==> config.mk <==
export PLATFORM = sky130hd
export DESIGN_NAME = reg_writeback_stage_flat
export DESIGN_NICKNAME = d
export VERILOG_FILES = /design/src/rtl/reg_writeback_stage_if.sv /design/src/rtl/reg_writeback_stage.sv /design/src/flat_wrapper.sv
export SDC_FILE = /design/constraint.sdc
export NUM_CORES = 1
export LEC_CHECK = 0
export CORE_UTILIZATION = 30
export DETAILED_ROUTE_END_ITERATION = 10
export GPL_ROUTABILITY_DRIVEN = 0
export GPL_TIMING_DRIVEN = 0
export HOLD_SLACK_MARGIN = 0.06
export PLACE_DENSITY = 0.72
export SLEW_MARGIN = 20
export SYNTH_ARGS = -nofsm -noshare
export SYNTH_HDL_FRONTEND = slang
export SYNTH_SLANG_ARGS = --single-unit
==> constraint.sdc <==
create_clock -name clk -period 1.7 [get_ports clk]
set_input_delay 0.255 -clock clk [delete_from_list [all_inputs] [get_ports clk]]
set_output_delay 0.255 -clock clk [all_outputs]
set_load 0.03 [all_outputs]
==> src/rtl/reg_writeback_stage_if.sv <==
// ----------------------------------------------------------------------------
// reg_writeback_stage_if
//
// Bundles the two buses around the writeback stage:
//   - MEM-side capture bus: the MEM/WB pipeline register inputs
//       mem_valid       MEM stage holds a real instruction
//       mem_regwr       instruction writes a register
//       mem_to_reg      1 = write mem_read_data, 0 = write mem_alu_result
//       mem_rd          destination register index
//       mem_alu_result  ALU result
//       mem_read_data   data memory read result
//   - Register-file write port driven by the stage
//       busw            write data
//       rw              write index
//       regwr           write enable (register file commits on falling edge)
//
// Modports:
//   master - producer side (MEM stage / bench): drives the MEM bus and
//            observes the register-file write port.
//   slave  - the writeback stage: consumes the MEM bus and drives the
//            register-file write port.
// ----------------------------------------------------------------------------
interface reg_writeback_stage_if #(
  parameter int DATA_WIDTH = 64,
  parameter int ADDR_WIDTH = 5
);

  // MEM-side capture bus
  logic                  mem_valid;
  logic                  mem_regwr;
  logic                  mem_to_reg;
  logic [ADDR_WIDTH-1:0] mem_rd;
  logic [DATA_WIDTH-1:0] mem_alu_result;
  logic [DATA_WIDTH-1:0] mem_read_data;

  // Register-file write port
  logic [DATA_WIDTH-1:0] busw;
  logic [ADDR_WIDTH-1:0] rw;
  logic                  regwr;

  modport master (
    output mem_valid,
    output mem_regwr,
    output mem_to_reg,
    output mem_rd,
    output mem_alu_result,
    output mem_read_data,
    input  busw,
    input  rw,
    input  regwr
  );

  modport slave (
    input  mem_valid,
    input  mem_regwr,
    input  mem_to_reg,
    input  mem_rd,
    input  mem_alu_result,
    input  mem_read_data,
    output busw,
    output rw,
    output regwr
  );

endinterface : reg_writeback_stage_if

==> src/rtl/reg_writeback_stage.sv <==
// ----------------------------------------------------------------------------
// reg_writeback_stage
//
// MEM/WB pipeline register and writeback driver for the 5-stage pipeline.
// It is the write side of the 32 x DATA_WIDTH register file: the MEM-stage
// result is captured on a rising edge (load data or ALU result selected at
// capture time) and presented as busw/rw/regwr for the remainder of that
// cycle, so the register file commits it on the falling edge in between.
//
// Alongside the write port it keeps:
//   - a one-entry record of the most recently retired register write
//     (fwd_valid/fwd_rd/fwd_data) for the forwarding unit, and
//   - a free-running 32-bit count of retired valid instructions.
//
// Ports:
//   clk            clock; all state updates on the rising edge
//   reset          synchronous, active-high reset
//   stall          hold the WB entry
//   flush          replace the WB entry with a bubble (wins over stall)
//   bus            reg_writeback_stage_if.slave (MEM bus in, RF write port out)
//   wb_valid       WB holds a real instruction
//   fwd_valid      fwd_rd/fwd_data describe the last retired write
//   fwd_rd         last retired destination
//   fwd_data       last retired data
//   retire_count   valid instructions retired, wraps at 2^32
//
// Priority at each rising edge: reset > flush > stall > capture.
// ----------------------------------------------------------------------------
module reg_writeback_stage #(
  parameter int          DATA_WIDTH = 64,
  parameter int          ADDR_WIDTH = 5,
  parameter int unsigned ZERO_REG   = 31
) (
  input  logic                     clk,
  input  logic                     reset,
  input  logic                     stall,
  input  logic                     flush,
  reg_writeback_stage_if.slave     bus,
  output logic                     wb_valid,
  output logic                     fwd_valid,
  output logic [ADDR_WIDTH-1:0]    fwd_rd,
  output logic [DATA_WIDTH-1:0]    fwd_data,
  output logic [31:0]              retire_count
);

  localparam logic [ADDR_WIDTH-1:0] ZERO_IDX = ADDR_WIDTH'(ZERO_REG);

  // Contents of the MEM/WB pipeline register. regwr already has the MEM
  // valid folded in, so a bubble can never request a write.
  typedef struct packed {
    logic                  valid;
    logic                  regwr;
    logic [ADDR_WIDTH-1:0] rd;
    logic [DATA_WIDTH-1:0] data;
  } wb_entry_t;

  wb_entry_t             wb_q;
  wb_entry_t             wb_capture;

  logic                  fwd_valid_q;
  logic [ADDR_WIDTH-1:0] fwd_rd_q;
  logic [DATA_WIDTH-1:0] fwd_data_q;
  logic [31:0]           retire_count_q;

  logic                  advance;   // WB entry leaves at this edge
  logic                  retire;    // ...and it was a real instruction
  logic                  wr_en;     // entry actually writes the register file

  // --------------------------------------------------------------------------
  // Combinational: capture value, advance/retire qualifiers, write enable.
  // --------------------------------------------------------------------------
  // NOTE: every signal assigned in an always_comb gets a default first, so no
  // path through the block can leave it unassigned and infer a latch.
  always_comb begin
    wb_capture       = '0;
    wb_capture.valid = bus.mem_valid;
    wb_capture.regwr = bus.mem_valid & bus.mem_regwr;
    wb_capture.rd    = bus.mem_rd;
    wb_capture.data  = bus.mem_to_reg ? bus.mem_read_data : bus.mem_alu_result;
  end

  always_comb begin
    advance = 1'b0;
    retire  = 1'b0;
    wr_en   = 1'b0;

    // Flush pushes the current entry out even when stall is also high.
    advance = flush | ~stall;
    retire  = advance & wb_q.valid;

    // XZR is hard-wired to zero, so a write to it is suppressed here rather
    // than relying on the register file to ignore it.
    wr_en   = wb_q.valid & wb_q.regwr & (wb_q.rd != ZERO_IDX);
  end

  // --------------------------------------------------------------------------
  // Sequential: pipeline register, forwarding record, retire counter.
  // --------------------------------------------------------------------------
  // NOTE: sequential state uses non-blocking assignments only, so every
  // register samples the pre-edge values and ordering inside the block does
  // not matter (retire/wr_en below see the old wb_q, not the new one).
  always_ff @(posedge clk) begin
    if (reset) begin
      wb_q           <= '0;
      fwd_valid_q    <= 1'b0;
      fwd_rd_q       <= '0;
      fwd_data_q     <= '0;
      retire_count_q <= '0;
    end else begin
      // Pipeline register
      if (flush) begin
        wb_q <= '0;
      end else if (!stall) begin
        wb_q <= wb_capture;
      end

      // Forwarding record tracks the entry that leaves WB at this edge.
      // A retiring entry that does not write (e.g. XZR destination, store)
      // invalidates the record but leaves the old rd/data in place.
      if (advance) begin
        if (retire) begin
          retire_count_q <= retire_count_q + 32'd1;
          fwd_valid_q    <= wr_en;
          if (wr_en) begin
            fwd_rd_q   <= wb_q.rd;
            fwd_data_q <= wb_q.data;
          end
        end else begin
          fwd_valid_q <= 1'b0;
        end
      end
    end
  end

  // --------------------------------------------------------------------------
  // Outputs. A stalled entry keeps regwr high; the register file rewriting
  // the same value on every falling edge is harmless.
  // --------------------------------------------------------------------------
  always_comb begin
    bus.busw     = wb_q.data;
    bus.rw       = wb_q.rd;
    bus.regwr    = wr_en;
    wb_valid     = wb_q.valid;
    fwd_valid    = fwd_valid_q;
    fwd_rd       = fwd_rd_q;
    fwd_data     = fwd_data_q;
    retire_count = retire_count_q;
  end

endmodule : reg_writeback_stage
==> src/flat_wrapper.sv <==
// flat-port wrapper written by rule: the top's interface ports become plain ports
module reg_writeback_stage_flat 
#(
  parameter int          DATA_WIDTH = 64,
  parameter int          ADDR_WIDTH = 5,
  parameter int unsigned ZERO_REG   = 31
)
  (clk, reset, stall, flush, wb_valid, fwd_valid, fwd_rd, fwd_data, retire_count, bus_mem_valid, bus_mem_regwr, bus_mem_to_reg, bus_mem_rd, bus_mem_alu_result, bus_mem_read_data, bus_busw, bus_rw, bus_regwr);
  reg_writeback_stage_if #(.DATA_WIDTH(DATA_WIDTH), .ADDR_WIDTH(ADDR_WIDTH)) bus_i ();
  input  logic clk;
  input  logic reset;
  input  logic stall;
  input  logic flush;
  output logic wb_valid;
  output logic fwd_valid;
  output logic [ADDR_WIDTH-1:0] fwd_rd;
  output logic [DATA_WIDTH-1:0] fwd_data;
  output logic [31:0] retire_count;
  input wire logic [$bits(bus_i.mem_valid)-1:0] bus_mem_valid;
  input wire logic [$bits(bus_i.mem_regwr)-1:0] bus_mem_regwr;
  input wire logic [$bits(bus_i.mem_to_reg)-1:0] bus_mem_to_reg;
  input wire logic [$bits(bus_i.mem_rd)-1:0] bus_mem_rd;
  input wire logic [$bits(bus_i.mem_alu_result)-1:0] bus_mem_alu_result;
  input wire logic [$bits(bus_i.mem_read_data)-1:0] bus_mem_read_data;
  output wire logic [$bits(bus_i.busw)-1:0] bus_busw;
  output wire logic [$bits(bus_i.rw)-1:0] bus_rw;
  output wire logic [$bits(bus_i.regwr)-1:0] bus_regwr;
  assign bus_i.mem_valid = bus_mem_valid;
  assign bus_i.mem_regwr = bus_mem_regwr;
  assign bus_i.mem_to_reg = bus_mem_to_reg;
  assign bus_i.mem_rd = bus_mem_rd;
  assign bus_i.mem_alu_result = bus_mem_alu_result;
  assign bus_i.mem_read_data = bus_mem_read_data;
  assign bus_busw = bus_i.busw;
  assign bus_rw = bus_i.rw;
  assign bus_regwr = bus_i.regwr;
  reg_writeback_stage #(.DATA_WIDTH(DATA_WIDTH), .ADDR_WIDTH(ADDR_WIDTH), .ZERO_REG(ZERO_REG)) u_core (.clk(clk), .reset(reset), .stall(stall), .flush(flush), .bus(bus_i), .wb_valid(wb_valid), .fwd_valid(fwd_valid), .fwd_rd(fwd_rd), .fwd_data(fwd_data), .retire_count(retire_count));
endmodule
==> flow_summary.yaml <==
outcome:
  status: "finished, final reports clean"
global_routing:
  grt_max_degree: 20
  antenna_found_initial: 0
  grt_pass1_wl_mm: 38.3
  grt_pass1_vias: 7005
  overflow: 0
  grtUsageTotal_pct: 19.0
detailed_routing:
  wl_mm: 24.4
  wl_per_cell_um: 15.2
  drc_errors: 0
  drt_first_pass_iters: 4
  drtAntennaViolNets: 0
  via_per_inst: 4.51
  drt_iter0_drc: 323
  vias: 7228
critical_path:
  path_class: "in2reg"
  end_kind: "flop"
  rr_worst_depth: 5
  worst_setup_path_start_kind: "primary input"
  crit_start: "flush"
  cp.required_ns: 2.05
  r2r_start: "u_core.retire_count[7]"
  r2r-end: "u_core.retire_count[27]"
  worstPathMaxFanout: 7
  r2r_slack_ns: 0.02
  cp.arrival_ns: 2.04
timing:
  final_hold_viol_count: 0
  setup-violations-final: 0
  max_freq_mhz: 593
  finalCriticalPeriod_ns: 1.69
  rsz0062_at_grt: "true"
  max_slew_margin_pct: 63.5
  final-max-slew-violation-count: 0
  fin_hold_ws_ns: 0.447
  tns_ns: 0
  finalCritPeriodShare_pct: 99.2
  fin_worst_skew_ns: 0.0119
  worstMarginPinSlew_ns: 0.548
finish:
  diodes: 0
  drive_above_1_share_pct: 16.4
  mostFrequentLayoutCells: "166 x dlygate4sd2_1, 165 x nor2_1, 152 x nand2_1, 146 x dfxtp_1, 140 x a21oi_1"
  final_common_cell: "dlygate4sd2_1"
  final_nets: 1406
  post-route-util_pct: 48.2
  area_growth_pct: 57.1
floorplanning:
  die_h_um: 160
  io_pins: 313
  num_rows: 57
  core-area_sq_um: 24500
  die_w_um: 160
  dieArea_sq_um: 25700
  initial_core_util_pct: 30.7
hold_path:
  holdPathEnd: "u_core.bus.rw[3]"
  hold_path_depth: 3
  hp-class: "in2reg"
  hold_start: "bus_mem_rd[3]"
placement:
  dp_hpwl_mm: 18.4
  port_buffers: 311
power:
  p_per_area_nw_per_um2: 780
  ir_drop_mv: 0.533
  power.leakage_nw: 5.41
synth:
  synth_area_sq_um: 7510
  synthDistinctLibCells: 36
  synth_top_area_share_pct: 46.1
  synth_area_leaders: "dfxtp_1 46%, a21oi_1 9.4%, mux2i_1 9.2%"
  synthesis.nets: 1069
  synth_top_cell_by_area: "dfxtp_1"
  syn-instance-count: 928
  ys_ff_latch: 173
  synth.avg_cell_area_sq_um: 8.09
  ys_seq_area_share_pct: 46.1
  ys_warn_count: 0
job:
  drv_cap: 0
clock_network:
  htreeDepth: 4
  clock_path_buffers: 2
  path_clk_slew_ns: 0.07
  cts_buffers: 17
  clockRootBuffer: "clkbuf_16"
  cts_tree: "done"
  insertion_delay_ns: 0.42
  cts_num_sinks: 173
[how the worst max path moves through the flow]
| stage | end | slack, ns | cells after the start |
|---|---|---|---|
| 2_1_floorplan | u_core.retire_count[27] | 0.001 | 5 |
| 3_3_place_gp | u_core.bus.busw[16] | -1.19 | 6 |
| 3_5_place_dp | u_core.bus.busw[48] | -1.17 | 6 |
| 4_1_cts | u_core.retire_count[27] | -0.03 | 6 |
| 5_1_grt | u_core.retire_count[29] | -0.08 | 6 |
| 6_report | u_core.retire_count[27] | 0.01 | 6 |
[report_power, final]
| part | internal, W | total [W] | switching, W |
|---|---|---|---|
| Sequential | 0.00410 | 0.00415 | 0.0000499 |
| Combinational | 0.000564 | 0.00108 | 0.000520 |
| Clock | 0.00225 | 0.00397 | 0.00173 |
[flip-flops by register name, indices dropped and copies added, names as in the netlist]
| signal | count |
|---|---|
| u_core.retire_count | 32 |
| u_core.fwd_valid | 1 |
| u_core.fwd_rd | 5 |
| u_core.wb_valid | 1 |
| u_core.wb_q | 1 |
| u_core.fwd_data | 64 |
| u_core.bus.busw | 64 |
| u_core.bus.rw | 5 |
[per-stage QoR]
stage          setup WS, ns  cells  cell area (sq um)  power (W)
2_1_floorplan       0.00143    928               7560    0.00479
3_3_place_gp          -1.19   1563              11100    0.00536
3_5_place_dp          -1.17   1563              11100    0.00537
4_1_cts             -0.0290   1598              11600    0.00933
5_1_grt             -0.0833   1602              11800    0.00960
6_report             0.0134   1602              11800    0.00920
[cell families after synthesis]
group / after synthesis / synth area share, %
flops: 173 / 46.1
buf+inv: 133 / 10.3
mux: 69 / 9.20
compound gates: 148 / 10.0
xor+xnor: 26 / 3.03
simple gates: 378 / 21.2
fa+ha+maj: 1 / 0.167
[Yosys cell counts (all sizes together)]
cell type  number
a21oi         141
nor3            4
xnor2          17
buf            87
or2             5
nand3          16
and4            2
nand2         153
or4             3
inv             5
o21ai           3
xor2            9
dfxtp         173
nand2b          1
nor2b           2
ha              1
nor2          167
nand4           6
a22oi           1
nor4           11
o31ai           3
mux2i          69
nor4b           1
and3            5
or3             2
clkbuf         41
[what timing repair did]
action / CTS / global route
hold buffers: 0 / 0
pin swaps: 8 / 7
resized for setup: 212 / 47
setup endpoints to repair: 319 / 148
setup buffers: 6 / 5
endpoints found under the hold margin: 0 / 0
[area by class of cell]
cell class	count	area (sq um)
Inverter	5	21.3
Clock inverter	13	154
Fill cell	2448	12700
Sequential cell	173	3520
Multi-Input combinational cell	622	3480
Timing Repair Buffer	322	3000
Clock buffer	19	443
Buffer	124	782
Tap cell	324	405
[worst max-delay path: stages]
cell,delay (ns)
clkdlybuf4s50_1,0.54
nand2b_2,0.22
nand3_4,0.17
or2_4,0.30
or4_1,0.40
a21oi_1,0.14
[per-layer routing]
| metal | wire, um | vias up | global-route usage (%) |
|---|---|---|---|
| li1 | - | 3667 | - |
| met1 | 10600 | 3369 | 23.7 |
| met2 | 12100 | 178 | 32.7 |
| met3 | 1350 | 14 | 4.83 |
| met4 | 234 | 0 | 4.24 |
| met5 | 0 | - | 0 |
(Power assumes the default switching activity.)
